`config.mk`:
```
export PLATFORM = sky130hd
export DESIGN_NAME = pkt_hdr_parser_flat
export DESIGN_NICKNAME = d
export VERILOG_FILES = /design/src/rtl/pkt_hdr_parser_pkg.sv /design/src/rtl/pkt_hdr_parser_if.sv /design/src/rtl/pkt_hdr_parser.sv /design/src/flat_wrapper.sv
export SDC_FILE = /design/constraint.sdc
export NUM_CORES = 1
export LEC_CHECK = 0
export ABC_AREA = 1
export ABC_CLOCK_PERIOD_IN_PS = 3500
export BUFFER_PORTS_ARGS = -buffer_cell sky130_fd_sc_hd__buf_2
export CAP_MARGIN = 30
export CORE_ASPECT_RATIO = 1.25
export CORE_UTILIZATION = 40
export DETAILED_ROUTE_END_ITERATION = 10
export PLACE_DENSITY = 0.69
export RECOVER_POWER = 50
export SYNTH_ARGS = -nofsm -noshare
export SYNTH_HDL_FRONTEND = slang
export SYNTH_SLANG_ARGS = --single-unit
export TNS_END_PERCENT = 30
```
`constraint.sdc`:
```
create_clock -name clk -period 3.5 [get_ports clk]
set_clock_uncertainty 0.1 [all_clocks]
set_input_delay 0.525 -clock clk [delete_from_list [all_inputs] [get_ports clk]]
set_output_delay 0.525 -clock clk [all_outputs]
set_load 0.005 [all_outputs]
```
`src/rtl/pkt_hdr_parser_pkg.sv`:
```
// Shared types and constants for the IPv4 header parser.
//   pk_head_info_t : 96-bit flow record {s_ip, d_ip, s_port, d_port}
//   parser_state_t : parser FSM state encoding
//   has_ports()    : true for protocols whose first L4 word carries ports
package pkt_hdr_parser_pkg;

    localparam logic [3:0] IPV4_VER  = 4'd4;
    localparam logic [3:0] IHL_MIN   = 4'd5;
    localparam logic [7:0] PROTO_TCP = 8'd6;
    localparam logic [7:0] PROTO_UDP = 8'd17;

    typedef struct packed {
        logic [31:0] s_ip;
        logic [31:0] d_ip;
        logic [15:0] s_port;
        logic [15:0] d_port;
    } pk_head_info_t;

    typedef enum logic [2:0] {
        ST_IDLE,
        ST_HDR,
        ST_OPT,
        ST_L4,
        ST_DRAIN
    } parser_state_t;

    function automatic logic has_ports(input logic [7:0] proto);
        return (proto == PROTO_TCP) || (proto == PROTO_UDP);
    endfunction

endpackage

```
`src/rtl/pkt_hdr_parser_if.sv`:
```
// Stream-in / record-out bundle of the header parser.
//   s_valid/s_ready/s_data/s_sop/s_eop : 32-bit big-endian IPv4 word stream
//   out_en/out_ready/out_pkt_info      : record push towards the flow prioritiser
// slave = parser side, master = source / prioritiser side.
interface pkt_hdr_parser_if #(
    parameter int DWIDTH = 32
);
    import pkt_hdr_parser_pkg::*;

    logic              s_valid;
    logic              s_ready;
    logic [DWIDTH-1:0] s_data;
    logic              s_sop;
    logic              s_eop;
    logic              out_en;
    logic              out_ready;
    pk_head_info_t     out_pkt_info;

    modport slave (
        input  s_valid, s_data, s_sop, s_eop, out_ready,
        output s_ready, out_en, out_pkt_info
    );

    modport master (
        output s_valid, s_data, s_sop, s_eop, out_ready,
        input  s_ready, out_en, out_pkt_info
    );

endinterface

```
`src/rtl/pkt_hdr_parser.sv`:
```
// IPv4 header parser: extracts {sIP, dIP, sPort, dPort} from a word stream and
// pushes one record per good packet; malformed or truncated packets are dropped
// and counted.
//   clk      : clock, all logic on posedge
//   rst      : asynchronous active-low reset
//   bus      : stream input and record output (pkt_hdr_parser_if.slave)
//   pkt_cnt  : records emitted, saturating
//   drop_cnt : packets dropped, saturating
//
// state    | meaning
// ---------+------------------------------------------------------------
// ST_IDLE  | waiting for a word with s_sop
// ST_HDR   | header words 1..4 (proto, sIP, dIP)
// ST_OPT   | skipping IHL-5 option words
// ST_L4    | first L4 word, ports captured here (TCP/UDP only)
// ST_DRAIN | record loaded or packet dropped, consume until s_eop
module pkt_hdr_parser
    import pkt_hdr_parser_pkg::*;
#(
    parameter int DWIDTH = 32,
    parameter int CNT_W  = 16
) (
    input  logic             clk,
    input  logic             rst,
    pkt_hdr_parser_if.slave  bus,
    output logic [CNT_W-1:0] pkt_cnt,
    output logic [CNT_W-1:0] drop_cnt
);

    if (DWIDTH != 32) begin : g_bad_width
        $error("pkt_hdr_parser: only DWIDTH=32 is supported");
    end

    localparam logic [CNT_W-1:0] CNT_ONE = {{(CNT_W-1){1'b0}}, 1'b1};
    localparam logic [CNT_W-1:0] CNT_MAX = {CNT_W{1'b1}};

    parser_state_t state, state_nxt;
    logic [2:0]    wcnt, wcnt_nxt;
    logic [3:0]    ihl, ihl_nxt;
    logic [3:0]    opt_cnt, opt_nxt;
    logic [7:0]    proto, proto_nxt;
    logic [31:0]   s_ip, s_ip_nxt;
    logic [31:0]   d_ip, d_ip_nxt;

    logic          accept;
    logic          load_need;
    logic          reach_l4;
    logic          drop_abort;
    logic          drop_hdr;
    logic          out_pend;
    pk_head_info_t out_info;
    pk_head_info_t rec;
    logic [1:0]    drop_inc;
    logic [CNT_W:0] drop_sum;

    // load_need never looks at s_valid so that s_ready stays free of it
    always_comb begin
        state_nxt  = state;
        wcnt_nxt   = wcnt;
        ihl_nxt    = ihl;
        opt_nxt    = opt_cnt;
        proto_nxt  = proto;
        s_ip_nxt   = s_ip;
        d_ip_nxt   = d_ip;
        load_need  = 1'b0;
        reach_l4   = 1'b0;
        drop_abort = 1'b0;
        drop_hdr   = 1'b0;
        if (bus.s_sop) begin
            // a new packet pre-empts whatever was in flight; after a loaded
            // record or an earlier drop (ST_DRAIN) nothing extra is counted
            drop_abort = (state == ST_HDR) || (state == ST_OPT) || (state == ST_L4);
            if ((bus.s_data[31:28] != IPV4_VER) || (bus.s_data[27:24] < IHL_MIN)) begin
                drop_hdr  = 1'b1;
                state_nxt = bus.s_eop ? ST_IDLE : ST_DRAIN;
            end else if (bus.s_eop) begin
                drop_hdr  = 1'b1;
                state_nxt = ST_IDLE;
            end else begin
                state_nxt = ST_HDR;
                wcnt_nxt  = 3'd1;
                ihl_nxt   = bus.s_data[27:24];
            end
        end else begin
            case (state)
                ST_IDLE: ;
                ST_HDR: begin
                    wcnt_nxt = wcnt + 3'd1;
                    case (wcnt)
                        3'd2:    proto_nxt = bus.s_data[23:16];
                        3'd3:    s_ip_nxt  = bus.s_data;
                        3'd4:    d_ip_nxt  = bus.s_data;
                        default: ;
                    endcase
                    if (wcnt == 3'd4) begin
                        if (ihl == IHL_MIN) begin
                            reach_l4 = 1'b1;
                        end else begin
                            state_nxt = ST_OPT;
                            opt_nxt   = ihl - IHL_MIN;
                        end
                    end
                end
                ST_OPT: begin
                    opt_nxt = opt_cnt - 4'd1;
                    if (opt_cnt == 4'd1) reach_l4 = 1'b1;
                end
                ST_L4: begin
                    load_need = 1'b1;
                    state_nxt = bus.s_eop ? ST_IDLE : ST_DRAIN;
                end
                ST_DRAIN: begin
                    if (bus.s_eop) state_nxt = ST_IDLE;
                end
                default: state_nxt = ST_IDLE;
            endcase
            if ((state == ST_HDR) || (state == ST_OPT)) begin
                // portless protocols load on the last header word, so the
                // following word is never consumed as an L4 word
                if (reach_l4 && !has_ports(proto)) begin
                    load_need = 1'b1;
                    state_nxt = bus.s_eop ? ST_IDLE : ST_DRAIN;
                end else if (bus.s_eop) begin
                    drop_hdr  = 1'b1;
                    state_nxt = ST_IDLE;
                end else if (reach_l4) begin
                    state_nxt = ST_L4;
                end
            end
        end
    end

    always_comb begin
        rec      = '0;
        rec.s_ip = s_ip_nxt;
        rec.d_ip = d_ip_nxt;
        if (state == ST_L4) begin
            rec.s_port = bus.s_data[31:16];
            rec.d_port = bus.s_data[15:0];
        end
    end

    // stall only when a record must load into an occupied slot that is not
    // being pushed this cycle
    assign bus.s_ready      = !(load_need && out_pend && !bus.out_ready);
    assign bus.out_en       = out_pend && bus.out_ready;
    assign bus.out_pkt_info = out_info;
    assign accept           = bus.s_valid && bus.s_ready;

    assign drop_inc = accept ? ({1'b0, drop_abort} + {1'b0, drop_hdr}) : 2'd0;
    assign drop_sum = {1'b0, drop_cnt} + {{(CNT_W-1){1'b0}}, drop_inc};

    always_ff @(posedge clk or negedge rst) begin
        if (!rst) begin
            state   <= ST_IDLE;
            wcnt    <= 3'd0;
            ihl     <= 4'd0;
            opt_cnt <= 4'd0;
            proto   <= 8'd0;
            s_ip    <= 32'd0;
            d_ip    <= 32'd0;
        end else if (accept) begin
            state   <= state_nxt;
            wcnt    <= wcnt_nxt;
            ihl     <= ihl_nxt;
            opt_cnt <= opt_nxt;
            proto   <= proto_nxt;
            s_ip    <= s_ip_nxt;
            d_ip    <= d_ip_nxt;
        end
    end

    always_ff @(posedge clk or negedge rst) begin
        if (!rst) begin
            out_pend <= 1'b0;
            out_info <= '0;
        end else if (accept && load_need) begin
            out_pend <= 1'b1;
            out_info <= rec;
        end else if (bus.out_en) begin
            out_pend <= 1'b0;
        end
    end

    always_ff @(posedge clk or negedge rst) begin
        if (!rst) begin
            pkt_cnt  <= '0;
            drop_cnt <= '0;
        end else begin
            if (bus.out_en && (pkt_cnt != CNT_MAX)) pkt_cnt <= pkt_cnt + CNT_ONE;
            drop_cnt <= drop_sum[CNT_W] ? CNT_MAX : drop_sum[CNT_W-1:0];
        end
    end

endmodule

```
`src/flat_wrapper.sv`:
```
// flat-port wrapper written by rule: the top's interface ports become plain ports
module pkt_hdr_parser_flat import pkt_hdr_parser_pkg::*;
#(
    parameter int DWIDTH = 32,
    parameter int CNT_W  = 16
)
  (clk, rst, pkt_cnt, drop_cnt, bus_s_valid, bus_s_data, bus_s_sop, bus_s_eop, bus_out_ready, bus_s_ready, bus_out_en, bus_out_pkt_info);
  pkt_hdr_parser_if #(.DWIDTH(DWIDTH)) bus_i ();
  input  logic clk;
  input  logic rst;
  output logic [CNT_W-1:0] pkt_cnt;
  output logic [CNT_W-1:0] drop_cnt;
  input wire logic [$bits(bus_i.s_valid)-1:0] bus_s_valid;
  input wire logic [$bits(bus_i.s_data)-1:0] bus_s_data;
  input wire logic [$bits(bus_i.s_sop)-1:0] bus_s_sop;
  input wire logic [$bits(bus_i.s_eop)-1:0] bus_s_eop;
  input wire logic [$bits(bus_i.out_ready)-1:0] bus_out_ready;
  output wire logic [$bits(bus_i.s_ready)-1:0] bus_s_ready;
  output wire logic [$bits(bus_i.out_en)-1:0] bus_out_en;
  output wire logic [$bits(bus_i.out_pkt_info)-1:0] bus_out_pkt_info;
  assign bus_i.s_valid = bus_s_valid;
  assign bus_i.s_data = bus_s_data;
  assign bus_i.s_sop = bus_s_sop;
  assign bus_i.s_eop = bus_s_eop;
  assign bus_i.out_ready = bus_out_ready;
  assign bus_s_ready = bus_i.s_ready;
  assign bus_out_en = bus_i.out_en;
  assign bus_out_pkt_info = bus_i.out_pkt_info;
  pkt_hdr_parser #(.DWIDTH(DWIDTH), .CNT_W(CNT_W)) u_core (.clk(clk), .rst(rst), .bus(bus_i), .pkt_cnt(pkt_cnt), .drop_cnt(drop_cnt));
endmodule
```
==> results of run 1 <==
## flip-flops by register name, indices dropped and copies added (netlist names)
signal and flops:
u_core.s_ip 32, u_core.ihl 4, u_core.proto 8, u_core.pkt_cnt 16, u_core.state 3, u_core.opt_cnt 4
u_core.drop_cnt 16, u_core.wcnt 3, u_core.out_pend 1, u_core.d_ip 32, u_core.bus.out_pkt_info 96
## worst min-delay path, stage by stage
cell	delay [ns]
buf_2	0.09
nand4_1	0.08
nand2_1	0.07
## logic make-up (layout without fill, tap and decap cells)
family | Yosys count | after routing | synth area share, %
DFF | 215 | 215 | 51.5
muxes | 1 | 1 | 0.0958
xor gates and xnor gates | 25 | 25 | 2.10
buffers and inverters | 164 | 310 | 6.44
other | 0 | 2 | 0
adders and majority gates | 13 | 13 | 1.63
AOI/OAI and AO/OA | 98 | 98 | 4.92
and+or+nand+nor | 808 | 808 | 33.3
## metal layers
metal | up-vias | GRT usage (%) | routed length [um]
met2 | 317 | 34.7 | 13400
met1 | 4535 | 31.3 | 13300
li1 | 4584 | - | -
met3 | 45 | 3.03 | 1780
met4 | 0 | 7.00 | 654
met5 | - | 0 | 0
## Yosys cell counts, types with 3 or more instances
master | instances | area [um^2]
buf_6 | 3 | 33.8
nand3_1 | 93 | 465
dfrtp_1 | 215 | 5380
xnor2_1 | 10 | 87.6
nor3_1 | 10 | 50.1
xor2_1 | 15 | 131
inv_2 | 4 | 15.0
nand3b_1 | 3 | 22.5
buf_2 | 22 | 110
nor2_1 | 64 | 240
nand4_1 | 117 | 732
ha_1 | 12 | 150
o21ai_0 | 88 | 440
buf_1 | 11 | 41.3
nand2_1 | 515 | 1930
a21oi_1 | 4 | 20.0
inv_1 | 75 | 282
clkbuf_1 | 47 | 176
## stage by stage
step           total power, mW  utilization [%]
2_1_floorplan             2.94                -
3_3_place_gp              3.15             45.4
3_5_place_dp              3.17             45.4
4_1_cts                   5.71             48.5
5_1_grt                   5.87             48.3
6_report                  5.64             48.3
## power groups by stage
stage	clock [mW]	combinational (mW)	sequential, mW
after floorplan	0	0.234	2.70
after detailed placement	0	0.450	2.72
after global routing	2.67	0.515	2.69
after global placement	0	0.441	2.71
after CTS	2.58	0.455	2.67
final	2.53	0.443	2.67
## worst paths after layout
path                                                    end  slack [ns]                   startpoint  cells after the start
worst max register to register          u_core.drop_cnt[14]        0.22                u_core.ihl[1]                     23
max in group asynchronous       u_core.bus.out_pkt_info[75]        0.55                          rst                      3
worst min register to register  u_core.bus.out_pkt_info[17]        0.36  u_core.bus.out_pkt_info[17]                      2
worst min-delay path                        u_core.proto[6]        0.18               bus_s_data[22]                      3
min in group asynchronous                 u_core.opt_cnt[0]        1.19                          rst                      2
worst max-delay path                    u_core.drop_cnt[14]        0.22                u_core.ihl[1]                     23
## cell type report
class,instances,area share [%]
Antenna cell,2,0.0407
Clock buffer,31,5.17
Clock inverter,10,1.13
Inverter,79,2.41
Multi-Input combinational cell,945,36.2
Sequential cell,215,43.7
Tap cell,335,3.41
Timing Repair Buffer,190,7.93
## timing repair
| action | in CTS | in global routing |
|---|---|---|
| endpoints found under the setup margin | 0 | 15 |
| hold buffers | 1 | 0 |
| buffers inserted | 0 | 1 |
| gates resized for setup | 0 | 8 |
| hold endpoints to repair | 42 | 0 |
==> results.cfg, run 1 <==
[place]
port_buffers = 167
placed_cell_area_um2 = 11600
routabilityCongestion = 0.902
placed_cells = 1762
place_ws_ns = -0.163
dpl.hpwl_mm = 18.3

[finish]
layout_common_cells = nand2_1, dfrtp_1, nand4_1
drive_gt1_share_pct = 12.5
regArea_um2 = 5380
area_delta_synth_final_pct = 17.7
layout.nets = 1505
fillerInstances = 2493
multiInputGateArea_um2 = 4450
layout.cells.non_filler = 1807
stdcell_area_um2 = 12300
final_common_cell = nand2_1

[synth]
synth.avg_cell_area_um2 = 7.89
synthFlopType = dfrtp_1
synth.distinct_cells = 32
synth_cells = 1324
yosys_warnings = 0
netlist_area_um2 = 10500
ys_seq_area_share_pct = 51.5
ys_ff_latch = 215
synth_edf_count = 0
async_reset_ff_share_pct = 100
synth_nets = 1375

[clock_tree]
numCtsBuffers = 23
tritoncts = yes
h-tree-depth = 1
clock_latency_ns = 0.52
cts.path.max_buffers = 3
clockRootBuffer = clkbuf_16
clk_pin_slew_worst_paths_ns = 0.07
clock_sink_count = 215

[die]
die_area_um2 = 26800
start_util_pct = 41.1
die_x_um = 147
fp-row-count = 65
design.core.area_um2 = 25500
io_pins = 168
die_h_um = 183

[timing]
hold_ws_ns = 0.177
drv_slew = 97
tns_ns = 0
slew_headroom_pct = -69.6
setup_viol = 0
min_period_ns = 3.28
worst-slew-pin-transition_ns = 2.54
period_share_pct = 93.8
rsz0062_at_grt = true
fin_ws_ns = 0.215
clock.fmax_mhz = 304
hold_viol_final = 0

[route]
ant_nets = 0
drcViolationCount = 0
drtPass1Iterations = 5
finalWirelength_mm = 29.1
vias_per_cell = 5.25
drt_iter0_drc = 783
vias = 9481
wl_per_cell_um = 16.1

[critical_path]
arrival_ns = 3.62
slowest_delay_ns = 0.40
crit_chain = inv_1 > ha_1 > nand3_1 > nor2_1 > nand2_1 > nand2_1 > nand2_1 > nand3_1 > a21boi_0 > ha_1 > inv_1 > nor2_1 > ha_1 > inv_1 > fa_1 > inv_1 > nand2_1 > nor2_2 > nand3_2 > nor2_4 > buf_4 > a21oi_1 > a41oi_1
required_ns = 3.83
crit_path_end_kind = flip-flop
crit_type = reg2reg
cpMaxStageDelayCell = dfrtp_1
start_kind = flip-flop
path_delay_family = adder cells
cp_max_fo = 4
path_buf_inv = 5

[global_route]
gr-total-overflow = 0
grt_max_degree = 98
grt.total_usage_pct = 22.0
grt_pass1_wl_mm = 47.8
grt_pass1_vias = 9032
antenna_found_initial = 1

[power_and_ir_drop]
switching_share_pct = 24.9
seq_power_share_pct = 47.4
power_frac_clock_pct = 44.8
p_switching_mw = 1.41
combPwrFrac_pct = 7.8
p_leak_nw = 6.66
internal-power_mw = 4.24
power_density_nw_per_um2 = 459
max-vdd-ir-drop_mv = 0.281

[worst_hold_path]
hold_path_class = in2reg

[job]
drv_cap = 1

[run_status]
status = finished with violations
violations = capacitance limit, slew limit
Power figures use the tool's default switching activity.
==> inputs of run 2 (changes only) <==
--- a/config.mk
+++ b/config.mk
@@ -9,7 +9,6 @@
 export ABC_CLOCK_PERIOD_IN_PS = 3500
 export BUFFER_PORTS_ARGS = -buffer_cell sky130_fd_sc_hd__buf_2
 export CAP_MARGIN = 30
-export CORE_ASPECT_RATIO = 1.25
 export CORE_UTILIZATION = 40
 export DETAILED_ROUTE_END_ITERATION = 10
 export PLACE_DENSITY = 0.69
==> run 2 against run 1 <==
Effect of this change:
- the flow still finishes with violations (capacitance limit, slew limit)
- routed wire length grew 1.2%
- combinational power grew 0.9%
- first-iteration DRC count grew 7.9%
- final cell count grew 0.11%
- worst hold slack gained 0.0047 ns
- sequential share of layout area shrank 0.38 points
- utilization grew 0.53 points
- die area is essentially flat
- count of clock-buffer cells in the layout grew 5
- setup slack lost 0.045 ns
- largest cell class unchanged
- clock power grew 5%
- total power grew 2.3%
==> results.cfg, run 2 (synthesized netlist as in run 1, its figures left out) <==
[worst_hold_path]
hold_path_class = in2reg

[place]
port_buffers = 167
dpl.hpwl_mm = 18.5
routabilityCongestion = 0.910

[critical_path]
slowest_delay_ns = 0.40
r2r_slack_ns = 0.17
cp_max_fo = 4
path_delay_family = adder cells
path_common_cell = nand2_1
cpMaxStageDelayCell = dfrtp_1
crit_type = reg2reg
start_kind = flip-flop
crit_path_end_kind = flip-flop
path_buf_inv = 6
crit_chain = inv_1 > ha_1 > nand2_1 > nor2_1 > nand2_1 > nand2_1 > nand2_1 > nand3_1 > a21boi_0 > ha_1 > inv_1 > nor2_1 > ha_1 > inv_1 > fa_1 > inv_1 > nand2_1 > nor2_2 > nand3_1 > buf_4 > inv_1 > nand2_1 > o21ai_1 > nand3b_1
required_ns = 3.80
arrival_ns = 3.63

[run_status]
violations = capacitance limit, slew limit
status = finished with violations

[clock_tree]
cts.path.max_buffers = 3
h-tree-depth = 1
numCtsBuffers = 26
clockRootBuffer = clkbuf_16
clock_sink_count = 215
clock_latency_ns = 0.53
clk_pin_slew_worst_paths_ns = 0.06
tritoncts = yes

[timing]
drv_slew = 101
slew_headroom_pct = -73.1
worst-slew-pin-transition_ns = 2.60
rsz0062_at_grt = true
hold_ws_ns = 0.181
clock.fmax_mhz = 300
hold_viol_final = 0
setup_viol = 0
min_period_ns = 3.33
tns_ns = 0
period_share_pct = 95.1

[route]
vias_per_cell = 5.23
drt_iter0_drc = 845
ant_nets = 0
drtPass1Iterations = 5
finalWirelength_mm = 29.4
vias = 9469
wl_per_cell_um = 16.3
drcViolationCount = 0

[die]
start_util_pct = 41.1
fp-row-count = 58
die_area_um2 = 26800
design.core.area_um2 = 25400
die_x_um = 164
die_h_um = 164
io_pins = 168

[power_and_ir_drop]
seq_power_share_pct = 46.3
p_total_mw = 5.77
switching_share_pct = 24.7
internal-power_mw = 4.35
max-vdd-ir-drop_mv = 0.272
p_leak_nw = 6.73
p_switching_mw = 1.43
power_frac_clock_pct = 45.9
power_density_nw_per_um2 = 465
combPwrFrac_pct = 7.7

[finish]
layout.nets = 1515
largest_reg_flops = 96
area_delta_synth_final_pct = 18.7
drive_gt1_share_pct = 13.2
diodes = 0
fillerInstances = 2514
layout_common_cells = nand2_1, dfrtp_1, nand4_1
final_core_util_pct = 48.8
final_common_cell = nand2_1

[global_route]
grt_pass1_vias = 8973
gr-total-overflow = 0
grt_pass1_wl_mm = 47.8
antenna_found_initial = 0
grt.total_usage_pct = 22.3
grt_max_degree = 177

[job]
drv_cap = 1
## run 2: cell count changes in the layout (fill, tap and decap cells not counted), moves of 2 or more
| cell | previous run | this run |
|---|---|---|
| buf_2 | 108 | 114 |
| clkbuf_16 | 23 | 27 |
| clkbuf_1 | 62 | 59 |
| clkinv_4 | 3 | 0 |
| buf_12 | 2 | 4 |
| buf_4 | 19 | 21 |
| diode_2 | 2 | 0 |
## run 2: path summary, 6_finish.rpt
| path | from | endpoint | cells after the start |
|---|---|---|---|
| worst max-delay path | u_core.wcnt[0] | u_core.drop_cnt[10] | 24 |
| worst min-delay path | bus_s_data[18] | u_core.proto[2] | 3 |
| worst max register to register | u_core.wcnt[0] | u_core.drop_cnt[10] | 24 |
| worst min register to register | u_core.bus.out_pkt_info[61] | u_core.bus.out_pkt_info[61] | 2 |
| max in group asynchronous | rst | u_core.bus.out_pkt_info[85] | 3 |
| min in group asynchronous | rst | u_core.drop_cnt[9] | 2 |
## run 2: power groups by stage
stage	clock [mW]	combinational [mW]	sequential (mW)
6_report	2.65	0.447	2.68
5_1_grt	2.80	0.517	2.69
4_1_cts	2.69	0.461	2.67
3_5_place_dp	0	0.457	2.72
3_3_place_gp	0	0.446	2.71
2_1_floorplan	0	0.234	2.70
## run 2: stage by stage
stage / instance area [um^2] / cells / worst slack (ns)
after global routing: 12400 / 1809 / -0.0640
final: 12400 / 1809 / 0.171
after global placement: 11600 / 1762 / 0.0874
after detailed placement: 11600 / 1764 / 0.0223
after CTS: 12500 / 1808 / 0.00635
after floorplan: 10500 / 1324 / 0.0290
## run 2: final cells by class
cell class                 instances  area, um^2  area share, %
clock inverter                     7        88.8          0.716
inverter                          79         297           2.39
tap                              330         413           3.33
timing repair buffer             197        1050           8.48
clock buffer                      36         739           5.96
multi-input combinational        945        4440           35.8
sequential                       215        5380           43.4
## run 2: timing repair
action | 4_1_cts | 5_1_grt
gates resized for setup | 0 | 5
hold buffers | 1 | 0
endpoints found under the hold margin | 28 | 0
endpoints found under the setup margin | 0 | 17
buffers inserted | 0 | 1
## run 2: per-layer routing
layer  routed length [um]  vias up  global-route usage [%]
met5                    0        -                       0
met4                  419        0                    4.76
met3                 2060       31                    3.83
met2                12900      293                    33.7
met1                14100     4546                    33.2
li1                     -     4599                       -
## run 2: worst register-to-register path, stage by stage, from the launching register on
cell      delay (ns)
dfrtp_1         0.40
inv_1           0.10
ha_1            0.15
nand2_1         0.06
nor2_1          0.11
nand2_1         0.06
nand2_1         0.05
nand2_1         0.07
nand3_1         0.07
a21boi_0        0.10
ha_1            0.29
inv_1           0.04
nor2_1          0.11
ha_1            0.17
inv_1           0.06
fa_1            0.39
inv_1           0.09
nand2_1         0.06
nor2_2          0.10
nand3_1         0.11
buf_4           0.16
inv_1           0.07
nand2_1         0.08
o21ai_1         0.13
nand3b_1        0.08
